File: config.mk
export PLATFORM = sky130hd
export DESIGN_NAME = acia_boot_loader_flat
export DESIGN_NICKNAME = d
export VERILOG_FILES = /design/src/rtl/acia_pkg.sv /design/src/rtl/acia_boot_loader_if.sv /design/src/rtl/acia_boot_loader_timer.sv /design/src/rtl/acia_boot_loader.sv /design/src/flat_wrapper.sv
export SDC_FILE = /design/constraint.sdc
export NUM_CORES = 1
export LEC_CHECK = 0
export ABC_AREA = 1
export ABC_CLOCK_PERIOD_IN_PS = 4350
export BUFFER_PORTS_ARGS = -buffer_cell sky130_fd_sc_hd__buf_2
export CORE_MARGIN = 10
export CORE_UTILIZATION = 37
export DETAILED_ROUTE_END_ITERATION = 7
export GPL_TIMING_DRIVEN = 0
export HOLD_SLACK_MARGIN = 0.08
export PLACE_DENSITY_LB_ADDON = 0.3
export SYNTH_ARGS = -nofsm -noshare
export SYNTH_HDL_FRONTEND = slang
export SYNTH_SLANG_ARGS = --single-unit
File: constraint.sdc
create_clock -name clk -period 4.35 [get_ports clk]
set_clock_uncertainty 0.05 [all_clocks]
set_input_delay 0.87 -clock clk [delete_from_list [all_inputs] [get_ports clk]]
set_output_delay 0.87 -clock clk [all_outputs]
set_load 0.05 [all_outputs]
File: src/rtl/acia_pkg.sv
// Shared definitions for the ACIA boot loader: register map, status bits, state encodings
// and default protocol bytes.
package acia_pkg;

   localparam logic [1:0] RS_DATA   = 2'b00;
   localparam logic [1:0] RS_STATUS = 2'b01;
   localparam logic [1:0] RS_CTRL   = 2'b11;

   localparam int STAT_RX_AVAIL = 3;
   localparam int STAT_TX_READY = 4;

   localparam logic [7:0] DEF_SYNC_BYTE = 8'h4C;
   localparam logic [7:0] DEF_ACK_BYTE  = 8'h06;
   localparam logic [7:0] DEF_NAK_BYTE  = 8'h15;

   typedef enum logic [3:0] {
      ST_IDLE,
      ST_CFG,
      ST_POLL_RX,
      ST_READ_RX,
      ST_PARSE,
      ST_WRITE_MEM,
      ST_POLL_TX,
      ST_WRITE_TX,
      ST_FIN
   } loader_state_e;

   typedef enum logic [2:0] {
      FLD_SYNC,
      FLD_ADDR_HI,
      FLD_ADDR_LO,
      FLD_LEN_HI,
      FLD_LEN_LO,
      FLD_DATA,
      FLD_CSUM
   } loader_field_e;

endpackage

File: src/rtl/acia_boot_loader_if.sv
// ACIA register port and RAM write port as seen by the boot loader (master) and the
// muxed peripherals (slave).
interface acia_boot_loader_if;

   logic [1:0]  acia_rs;
   logic        acia_we;
   logic        acia_en;
   logic [7:0]  acia_din;
   logic [7:0]  acia_dout;
   logic [15:0] mem_addr;
   logic [7:0]  mem_wdata;
   logic        mem_we;

   modport master (
      output acia_rs, acia_we, acia_en, acia_din, mem_addr, mem_wdata, mem_we,
      input  acia_dout
   );

   modport slave (
      input  acia_rs, acia_we, acia_en, acia_din, mem_addr, mem_wdata, mem_we,
      output acia_dout
   );

endinterface

File: src/rtl/acia_boot_loader_timer.sv
// loader_timer: loadable down-counter; expired_o is high once LOAD enabled cycles have
// elapsed since the last clear.
module loader_timer #(
   parameter int               WIDTH = 26,
   parameter logic [WIDTH-1:0] LOAD  = '1
) (
   input  logic clk,
   input  logic rst,
   input  logic clear_i,
   input  logic en_i,
   output logic expired_o
);

   logic [WIDTH-1:0] cnt_q, cnt_d;

   always_comb begin
      cnt_d = cnt_q;
      if (clear_i) begin
         cnt_d = LOAD;
      end else if (en_i && (cnt_q != '0)) begin
         cnt_d = cnt_q - {{(WIDTH-1){1'b0}}, 1'b1};
      end
   end

   always_ff @(posedge clk or posedge rst) begin
      if (rst) begin
         cnt_q <= LOAD;
      end else begin
         cnt_q <= cnt_d;
      end
   end

   assign expired_o = (cnt_q == '0);

endmodule

File: src/rtl/acia_boot_loader.sv
// acia_boot_loader: receives a framed image through the ACIA, writes it to RAM and replies
// ACK/NAK. Define LOADER_CHECKSUM_EN to add the trailing checksum field.
module acia_boot_loader
   import acia_pkg::*;
#(
   parameter logic [3:0] BAUD_SEL       = 4'h0,
   parameter logic [7:0] SYNC_BYTE      = DEF_SYNC_BYTE,
   parameter logic [7:0] ACK_BYTE       = DEF_ACK_BYTE,
   parameter logic [7:0] NAK_BYTE       = DEF_NAK_BYTE,
   parameter int         TIMEOUT_CYCLES = 50_000_000
) (
   input  logic               clk,
   input  logic               rst,
   input  logic               start_i,
   output logic               busy_o,
   output logic               cpu_hold_o,
   output logic               done_o,
   output logic               error_o,
   acia_boot_loader_if.master bus
);

   localparam int TMR_W = $clog2(TIMEOUT_CYCLES + 1);

   loader_state_e state_q, state_d;
   loader_field_e field_q, field_d;
   logic [15:0]   addr_q, addr_d;
   logic [15:0]   len_q, len_d;
   logic [7:0]    byte_q, byte_d;
   logic          error_q, error_d;
`ifdef LOADER_CHECKSUM_EN
   logic [7:0]    sum_q, sum_d;
`endif

   logic       tmr_clear, tmr_en, tmr_expired;
   logic       data_done;
   logic       acia_en, acia_we, mem_we;
   logic [1:0] acia_rs;
   logic [7:0] acia_din;

   loader_timer #(
      .WIDTH (TMR_W),
      .LOAD  (TMR_W'(TIMEOUT_CYCLES))
   ) u_timer (
      .clk       (clk),
      .rst       (rst),
      .clear_i   (tmr_clear),
      .en_i      (tmr_en),
      .expired_o (tmr_expired)
   );

   always_comb begin
      state_d   = state_q;
      field_d   = field_q;
      addr_d    = addr_q;
      len_d     = len_q;
      byte_d    = byte_q;
      error_d   = error_q;
`ifdef LOADER_CHECKSUM_EN
      sum_d     = sum_q;
`endif
      tmr_clear = 1'b0;
      tmr_en    = 1'b0;
      data_done = 1'b0;
      acia_en   = 1'b0;
      acia_we   = 1'b0;
      acia_rs   = RS_DATA;
      acia_din  = 8'h00;
      mem_we    = 1'b0;

      case (state_q)
         ST_IDLE: begin
            if (start_i) begin
               state_d   = ST_CFG;
               field_d   = FLD_SYNC;
               error_d   = 1'b0;
               tmr_clear = 1'b1;
            end
         end
         ST_CFG: begin
            acia_en  = 1'b1;
            acia_we  = 1'b1;
            acia_rs  = RS_CTRL;
            acia_din = {4'h0, BAUD_SEL};
            state_d  = ST_POLL_RX;
         end
         ST_POLL_RX: begin
            acia_en = 1'b1;
            acia_rs = RS_STATUS;
            tmr_en  = (field_q != FLD_SYNC);
            if (bus.acia_dout[STAT_RX_AVAIL]) begin
               state_d = ST_READ_RX;
            end else if (tmr_expired && (field_q != FLD_SYNC)) begin
               error_d = 1'b1;
               state_d = ST_FIN;
            end
         end
         ST_READ_RX: begin
            // Single pop per byte: the data is captured in this same cycle.
            acia_en   = 1'b1;
            acia_rs   = RS_DATA;
            byte_d    = bus.acia_dout;
            tmr_clear = 1'b1;
            state_d   = ST_PARSE;
         end
         ST_PARSE: begin
            state_d = ST_POLL_RX;
`ifdef LOADER_CHECKSUM_EN
            sum_d   = sum_q + byte_q;
`endif
            case (field_q)
               FLD_SYNC: begin
                  if (byte_q == SYNC_BYTE) begin
                     field_d = FLD_ADDR_HI;
`ifdef LOADER_CHECKSUM_EN
                     sum_d   = 8'h00;
`endif
                  end
               end
               FLD_ADDR_HI: begin
                  addr_d[15:8] = byte_q;
                  field_d      = FLD_ADDR_LO;
               end
               FLD_ADDR_LO: begin
                  addr_d[7:0] = byte_q;
                  field_d     = FLD_LEN_HI;
               end
               FLD_LEN_HI: begin
                  len_d[15:8] = byte_q;
                  field_d     = FLD_LEN_LO;
               end
               FLD_LEN_LO: begin
                  len_d[7:0] = byte_q;
                  if ({len_q[15:8], byte_q} == 16'h0000) begin
                     data_done = 1'b1;
                  end else begin
                     field_d = FLD_DATA;
                  end
               end
               FLD_DATA: begin
                  state_d = ST_WRITE_MEM;
               end
`ifdef LOADER_CHECKSUM_EN
               FLD_CSUM: begin
                  // A good frame sums to zero including the checksum byte.
                  state_d = ST_POLL_TX;
                  if ((sum_q + byte_q) != 8'h00) begin
                     error_d = 1'b1;
                  end
               end
`endif
               default: begin
                  field_d = FLD_SYNC;
               end
            endcase
         end
         ST_WRITE_MEM: begin
            mem_we  = 1'b1;
            addr_d  = addr_q + 16'h0001;
            len_d   = len_q - 16'h0001;
            state_d = ST_POLL_RX;
            if (len_q == 16'h0001) begin
               data_done = 1'b1;
            end
         end
         ST_POLL_TX: begin
            acia_en = 1'b1;
            acia_rs = RS_STATUS;
            if (bus.acia_dout[STAT_TX_READY]) begin
               state_d = ST_WRITE_TX;
            end
         end
         ST_WRITE_TX: begin
            // Only a checksum mismatch can reach here with the error flag set.
            acia_en  = 1'b1;
            acia_we  = 1'b1;
            acia_rs  = RS_DATA;
            acia_din = error_q ? NAK_BYTE : ACK_BYTE;
            state_d  = ST_FIN;
         end
         ST_FIN: begin
            state_d = ST_IDLE;
         end
         default: begin
            state_d = ST_IDLE;
         end
      endcase

      if (data_done) begin
`ifdef LOADER_CHECKSUM_EN
         field_d = FLD_CSUM;
         state_d = ST_POLL_RX;
`else
         state_d = ST_POLL_TX;
`endif
      end
   end

   always_ff @(posedge clk or posedge rst) begin
      if (rst) begin
         state_q <= ST_IDLE;
         field_q <= FLD_SYNC;
         addr_q  <= 16'h0000;
         len_q   <= 16'h0000;
         byte_q  <= 8'h00;
         error_q <= 1'b0;
`ifdef LOADER_CHECKSUM_EN
         sum_q   <= 8'h00;
`endif
      end else begin
         state_q <= state_d;
         field_q <= field_d;
         addr_q  <= addr_d;
         len_q   <= len_d;
         byte_q  <= byte_d;
         error_q <= error_d;
`ifdef LOADER_CHECKSUM_EN
         sum_q   <= sum_d;
`endif
      end
   end

   assign busy_o     = (state_q != ST_IDLE) && (state_q != ST_FIN);
   assign cpu_hold_o = busy_o;
   assign done_o     = (state_q == ST_FIN);
   assign error_o    = error_q;

   assign bus.acia_en   = acia_en;
   assign bus.acia_we   = acia_we;
   assign bus.acia_rs   = acia_rs;
   assign bus.acia_din  = acia_din;
   assign bus.mem_we    = mem_we;
   assign bus.mem_addr  = mem_we ? addr_q : 16'h0000;
   assign bus.mem_wdata = mem_we ? byte_q : 8'h00;

endmodule

File: src/flat_wrapper.sv
// flat-port wrapper written by rule: the top's interface ports become plain ports
module acia_boot_loader_flat import acia_pkg::*;
#(
   parameter logic [3:0] BAUD_SEL       = 4'h0,
   parameter logic [7:0] SYNC_BYTE      = DEF_SYNC_BYTE,
   parameter logic [7:0] ACK_BYTE       = DEF_ACK_BYTE,
   parameter logic [7:0] NAK_BYTE       = DEF_NAK_BYTE,
   parameter int         TIMEOUT_CYCLES = 50_000_000
)
  (clk, rst, start_i, busy_o, cpu_hold_o, done_o, error_o, bus_acia_rs, bus_acia_we, bus_acia_en, bus_acia_din, bus_mem_addr, bus_mem_wdata, bus_mem_we, bus_acia_dout);
  acia_boot_loader_if bus_i ();
  input  logic clk;
  input  logic rst;
  input  logic start_i;
  output logic busy_o;
  output logic cpu_hold_o;
  output logic done_o;
  output logic error_o;
  output wire logic [$bits(bus_i.acia_rs)-1:0] bus_acia_rs;
  output wire logic [$bits(bus_i.acia_we)-1:0] bus_acia_we;
  output wire logic [$bits(bus_i.acia_en)-1:0] bus_acia_en;
  output wire logic [$bits(bus_i.acia_din)-1:0] bus_acia_din;
  output wire logic [$bits(bus_i.mem_addr)-1:0] bus_mem_addr;
  output wire logic [$bits(bus_i.mem_wdata)-1:0] bus_mem_wdata;
  output wire logic [$bits(bus_i.mem_we)-1:0] bus_mem_we;
  input wire logic [$bits(bus_i.acia_dout)-1:0] bus_acia_dout;
  assign bus_acia_rs = bus_i.acia_rs;
  assign bus_acia_we = bus_i.acia_we;
  assign bus_acia_en = bus_i.acia_en;
  assign bus_acia_din = bus_i.acia_din;
  assign bus_mem_addr = bus_i.mem_addr;
  assign bus_mem_wdata = bus_i.mem_wdata;
  assign bus_mem_we = bus_i.mem_we;
  assign bus_i.acia_dout = bus_acia_dout;
  acia_boot_loader #(.BAUD_SEL(BAUD_SEL), .SYNC_BYTE(SYNC_BYTE), .ACK_BYTE(ACK_BYTE), .NAK_BYTE(NAK_BYTE), .TIMEOUT_CYCLES(TIMEOUT_CYCLES)) u_core (.clk(clk), .rst(rst), .start_i(start_i), .busy_o(busy_o), .cpu_hold_o(cpu_hold_o), .done_o(done_o), .error_o(error_o), .bus(bus_i));
endmodule
# After elaboration in Yosys (flattened, before gate mapping)
# Index checks and enable logic that the tools add are counted.
[totals]
reg_bits = 74
wordCells = 105
in_bits = 11
[op_classes]
mux = 39
addsub = 3
n_eq_ne = 29
n_reduce_logical = 25
[op_table]
columns = ["cell", "count"]
rows = [
  ["$pmux W16 S2", 2],
  ["$mux W26", 2],
  ["$mux W8", 6],
  ["$pmux W4 S7", 1],
  ["$logic_not A26 Y1", 1],
  ["$reduce_bool A26 Y1", 1],
  ["$sub A26 B1 Y26 const B", 1],
  ["$mux W4", 5],
  ["$pmux W3 S6", 1],
  ["$add A16 B1 Y16 const B", 1],
  ["$eq A16 B1 Y1 const B", 1],
  ["$eq A4 B3 Y1 const B", 4],
  ["$logic_not A16 Y1", 1],
  ["$mux W16", 1],
  ["$sub A16 B1 Y16 const B", 1],
  ["$mux W3", 4],
  ["$ne A2 B2 Y1 const B", 6],
  ["$mux W1", 11],
  ["$ne A3 B2 Y1 const B", 3],
  ["$eq A4 B2 Y1 const B", 2],
  ["$eq A8 B7 Y1 const B", 1],
  ["$reduce_and A2 Y1", 4],
  ["$reduce_bool A2 Y1", 4],
  ["$eq A3 B2 Y1 const B", 2],
  ["other kinds (22)", 30],
]

# Longest topological paths before layout
[logic_depth]
depth_word = 6
ltp_mapped = 12

# Hierarchy
# Synthesis repeated with hierarchy kept, for this count alone.
[unflattened]
hier_cells = 793
area_unflattened_um2 = 5176.2
[by_module_without_submodules]
columns = ["mod", "cells_each", "n_inst", "seq_area_each_um2", "area_each_um2"]
rows = [
  ["acia_boot_loader", 515, 1, 1201.2, 3363.2],
  ["loader_timer", 278, 1, 665.6, 1813.0],
]

# Worst setup path before layout
# OpenSTA, ideal clock, no wires.
[synth_timing]
path_kind = "reg-to-output"
startpoint = "register u_core.state_q[3]"
endpoint = "output port bus_acia_din[4]"
slack_ns = 0.958
stages_incl_launch_ff = 7
path_buffers = 1
required_time_ns = 3.430
arrival_ns = 2.472
cell_sequence = "dfrtp_1 inv_2 nand2_2 nor2_1 inv_1 nor2_1 buf_4"
[synth_between]
elab_chain_cells = 2
[synth_lines]
columns = ["item", "line_no", "text"]
rows = [
  ["start, declared", "acia_boot_loader.sv:24", "loader_state_e state_q, state_d;"],
  ["start signal, assigned", "acia_boot_loader.sv:210", "state_q <= state_d;"],
  ["$eq A4 B3 Y1", "acia_boot_loader.sv:70", "case (state_q)"],
  ["$mux W8", "acia_boot_loader.sv:70", ""],
  ["end, declared", "flat_wrapper.sv:22", "output wire logic [$bits(bus_i.acia_din)-1:0] bus_acia_din;"],
]
# No other way between the ends.

# Final worst setup path
[layout_timing]
startpoint = "register u_core.state_q[2]"
endpoint = "output port bus_mem_wdata[2]"
[layout_between]
elab_chain_cells = 3
[layout_lines]
columns = ["item", "line_no", "text"]
rows = [
  ["$eq A4 B3 Y1", "acia_boot_loader.sv:70", ""],
  ["$mux W1", "acia_boot_loader.sv:70", ""],
  ["$mux W8", "acia_boot_loader.sv:233", "assign bus.mem_wdata = mem_we ? byte_q : 8'h00;"],
  ["end, declared", "flat_wrapper.sv:24", "output wire logic [$bits(bus_i.mem_wdata)-1:0] bus_mem_wdata;"],
]
# No other way between the ends.

==> results.md <==
- The finished layout holds about 980 standard cells, fillers aside.
- The number of buffers added by the clock tree synthesis step is 9.
- For the worst setup path, the data arrival time is around 2100 ps.
- Once layout is complete, the utilization of the core stands at 0.4406.
- After the first detailed-routing iteration, the DRC count stood at 308.
- The via count of the routed design is between 4k and 5k.
- Of the total power, registers draw 0.287.
- The H-tree generated during clock tree synthesis spans 3 levels.
- After synthesis, the netlist uses 38 different library cells.
- Cell internal power was estimated by the tool at about 2.2 mW.
- The TritonCTS clock tree is yes.
- The starting density of the core is 0.3764.
- Entering global routing, the biggest net connects between 60 and 70 pins.
- The global router's overall resource usage is 0.1477.
- The maximum VDD drop is roughly 0.34 mV.
- By instance count, the cell type seen most on the critical path is sky130_fd_sc_hd__buf_2.
- The routed wire length is 13.50 mm.
- The number of global-route vias before repair is about 4.5k.
- The net switching power is approximately 2.1 mW.
- The die covers about 19000 µm².
- For this design, the sink count on the clock tree is 74.
- The buffer depth of the longest clock path is 2.
- The number of flip-flops and latches in the synthesized netlist is between 70 and 80.
- Counting I/O delays and the setup requirement, the final critical path takes 3046 ps.
- The clock-pin slew on the worst setup and hold paths is 60 ps.
- The tightest min-delay check is of the input port to asynchronous set/reset pin type.
- The synthesized area divided by synthesized cell count is 6.745 µm².
- In the post-synthesis netlist, the biggest area contributors are sky130_fd_sc_hd__dfrtp_1, sky130_fd_sc_hd__nand2_1, sky130_fd_sc_hd__nor2_1.
- The depth of the most critical reg-to-reg path is 10.
- Counting tap cells, the placed design contains a total of between 900 and 1k instances.
- The largest total area in the synthesized netlist belongs to sky130_fd_sc_hd__dfrtp_1.
- The slowest stage of the critical path is the sky130_fd_sc_hd__dfrtp_1 cell.
- The synthesis warning total is 0.
- The first-pass detailed-route iteration total is 5.
- The switching fraction of total power is 0.4852.
- The sequential share of the synthesized area is 0.3745.
- The final cycle utilization of the critical path is 0.7003.
- Counting the fill cells in the layout gives 1467.
- The die is around 140 µm wide.
- The global-route wire length before repair is between 20 and 25 mm.
- In this run, post-CTS repair resized a total of 0 instances.
- The endpoint required time on the critical path is roughly 3400 ps.
- The HPWL after detailed placement is 10.02 mm.
- The register-to-register setup slack is ~2400 ps.
- At the placement stage, the worst setup path has a slack of 1654 ps.
- At the end of the flow, the number of nets in the layout was between 800 and 900.
- Along the worst path, the maximum fanout reaches 10.
- The number of I/O pins is 52.
- The design draws around 4.3 mW.
- The number of pins with negative max-slew slack in the final report is 0.
- The number of rows in the core area is 42.
- The ratio of routed vias to standard cells is 4.889.
- The cell area after placement is 5482 µm².
- The repair_antennas step left the layout with diodes totalling 0.
- The synthesized netlist occupies a cell area of about 5000 µm².
- The number of hold violations in the final report is 0.
- Setup violations remaining at the end of the flow were counted as 0.
- In this design, the stage delay of the slowest critical-path cell is just over 400 ps.
- The number of setup buffers added after CTS is 0.
- The fraction of post-synthesis cell area in the top cell type by area is 0.3112.
- The post-route setup TNS is 0 ps.
- The cell at the root of the clock tree is sky130_fd_sc_hd__clkbuf_16.
- The routed wire length per instance is around 14 µm.
- The number of antenna violations at the first check in global routing is 0.
- Synthesis produced roughly 740 cells.
- In this run the standard cell core region covers about 13000 µm².
- Setup slack closes at roughly 1300 ps.
- Of the cells placed in the final design, the portion with a size suffix greater than 1 is 0.1638.
- The worst setup path is launched from a register.
- In this run the static leakage power is 2.920 nW.
- The flow ran to the end, and the final reports show no timing, DRC or antenna violations.
- The port buffer count is between 40 and 50.
- Setup repair after global routing left no endpoint under its margin.
- The max capacitance violation total is 0.
- The proportion of power drawn by the clock network is 0.206.
- From synthesis to final layout, the design area changed by 17.04%.
- The total DRC errors in the routed layout is 0.
- For this run the aggregate overflow at the end of global routing stands at 0.
- The final weighted congestion in routability-driven placement is a little under 0.9.
- The register area is 1867 µm².
- Measured along the y axis, the die boundary spans roughly 140 µm.
- The detail route stage leaves a number of antenna-violating nets equal to 0.
- The clock reaches the later pin of the worst-skew pair after ~340 ps.
- Power spread over the standard cell area amounts to approximately 740 nW/µm².
- The critical path goes through nand2_2 -> inv_2 -> nand2_2 -> buf_2 -> buf_2 -> buf_2 -> nor2_1 -> buf_2.
- The fraction of power consumed by combinational cells is 0.506.
- The type of the setup path with the least slack is register to output pin.
- Once layout is done, the placed cells without fillers occupy 5834 µm².
- The achievable clock frequency is roughly 330 MHz.
- The hold-fix buffer count after cts is 0.
- The capturing element type of the critical path is an output pin.
- The multi-input combinational cells in the finished layout cover a total of roughly 2600 µm².
- On the final layout, the worst hold slack is ~400 ps.
-- final cells by class --
type,count,share of cell area
plain buffers,23,0.02616
clock buffers,11,0.04332
clock inverters,5,0.01716
inverters,103,0.06670
multi-input cells,542,0.4439
flip-flops and latches,74,0.3200
well taps,176,0.03774
repair buffers,48,0.04504
-- critical path, delay by kind of cell (launching register included) --
family,cells,cell delay (ps)
buffers and inverters,5,1060
and+or+nand+nor,3,310
DFF,1,410
-- cells by family (layout without fill, tap and decap cells) --
logic type / after synthesis / in the layout / synth area share
compound gates: 88 / 88 / 0.1039
other cells: 1 / 4 / 0.0007523
simple gates: 434 / 434 / 0.3815
fa+ha+maj: 4 / 4 / 0.01004
xor+xnor: 12 / 12 / 0.02108
buf+inv: 126 / 190 / 0.1082
flops: 74 / 74 / 0.3745
-- synth_stat cells --
cell,number
sky130_fd_sc_hd__o21ai_1,16
sky130_fd_sc_hd__inv_2,9
sky130_fd_sc_hd__nor2_4,5
sky130_fd_sc_hd__and3_1,1
sky130_fd_sc_hd__nor3_1,8
sky130_fd_sc_hd__nand2_1,193
sky130_fd_sc_hd__clkbuf_1,1
sky130_fd_sc_hd__nand4_1,22
sky130_fd_sc_hd__o21bai_4,1
sky130_fd_sc_hd__buf_2,11
sky130_fd_sc_hd__o311ai_1,1
sky130_fd_sc_hd__dfrtp_1,62
sky130_fd_sc_hd__nand2_4,1
sky130_fd_sc_hd__dfstp_2,12
sky130_fd_sc_hd__buf_6,3
sky130_fd_sc_hd__and2_1,1
sky130_fd_sc_hd__o21ai_2,1
sky130_fd_sc_hd__xor2_1,8
sky130_fd_sc_hd__o211ai_1,10
sky130_fd_sc_hd__a21oi_1,5
sky130_fd_sc_hd__nor4_1,1
sky130_fd_sc_hd__o21ai_0,40
sky130_fd_sc_hd__nand4_2,1
sky130_fd_sc_hd__ha_1,4
sky130_fd_sc_hd__buf_4,8
sky130_fd_sc_hd__nor2_2,8
sky130_fd_sc_hd__nand2_2,6
sky130_fd_sc_hd__nand3b_1,8
sky130_fd_sc_hd__or2_2,1
sky130_fd_sc_hd__inv_1,94
sky130_fd_sc_hd__a31oi_1,5
sky130_fd_sc_hd__conb_1,1
sky130_fd_sc_hd__a211oi_1,1
sky130_fd_sc_hd__o22ai_1,3
sky130_fd_sc_hd__xnor2_1,4
sky130_fd_sc_hd__nor2_1,115
sky130_fd_sc_hd__nand3_1,63
sky130_fd_sc_hd__o221ai_1,5
-- metal layers --
layer / vias up / global-route usage / part of all wire
met1: 2208 / 0.1946 / 0.49
met3: 9 / 0.03727 / 0.038
met2: 90 / 0.2392 / 0.47
met4: 0 / 0.03077 / 0.010
met5: - / 0 / 0
li1: 2494 / - / -
-- final timing paths --
kind                                            end                      from
hold reg to reg            u_core.u_timer.cnt_q[25]  u_core.u_timer.cnt_q[25]
max in group asynchronous  u_core.u_timer.cnt_q[22]                       rst
hold / removal                    u_core.addr_q[14]                       rst
setup / recovery                   bus_mem_wdata[2]         u_core.state_q[2]
setup reg to reg           u_core.u_timer.cnt_q[10]   u_core.u_timer.cnt_q[0]
min in group clk           u_core.u_timer.cnt_q[25]  u_core.u_timer.cnt_q[25]
-- registers in the layout, summed over array words and instances (netlist names) --
register and cells:
u_core.u_timer.cnt_q 26, u_core.addr_q 16, u_core.len_q 16, u_core.byte_q 8, u_core.state_q 4, u_core.field_q 3
u_core.error_o 1
-- power by group through the flow --
stage	Combinational, mW	Clock [mW]	Sequential [mW]
3_5_place_dp	2.18	0	1.24
6_report	2.18	0.889	1.24
2_1_floorplan	1.70	0	1.18
3_3_place_gp	2.16	0	1.23
5_1_grt	2.45	0.934	1.27
4_1_cts	2.19	0.908	1.23
-- layout by cell type, fill, tap and decap left out, types with 9 or more instances in the layout --
| master | synthesis | final |
|---|---|---|
| sky130_fd_sc_hd__inv_2 | 9 | 9 |
| sky130_fd_sc_hd__dfrtp_1 | 62 | 62 |
| sky130_fd_sc_hd__nand3_1 | 63 | 63 |
| sky130_fd_sc_hd__o211ai_1 | 10 | 10 |
| sky130_fd_sc_hd__nand2_1 | 193 | 193 |
| sky130_fd_sc_hd__nor2_1 | 115 | 115 |
| sky130_fd_sc_hd__o21ai_0 | 40 | 40 |
| sky130_fd_sc_hd__inv_1 | 94 | 93 |
| sky130_fd_sc_hd__o21ai_1 | 16 | 16 |
| sky130_fd_sc_hd__clkbuf_16 | 0 | 9 |
| sky130_fd_sc_hd__nand4_1 | 22 | 22 |
| sky130_fd_sc_hd__dfstp_2 | 12 | 12 |
| sky130_fd_sc_hd__buf_2 | 11 | 58 |
(Power assumes the default switching activity.)
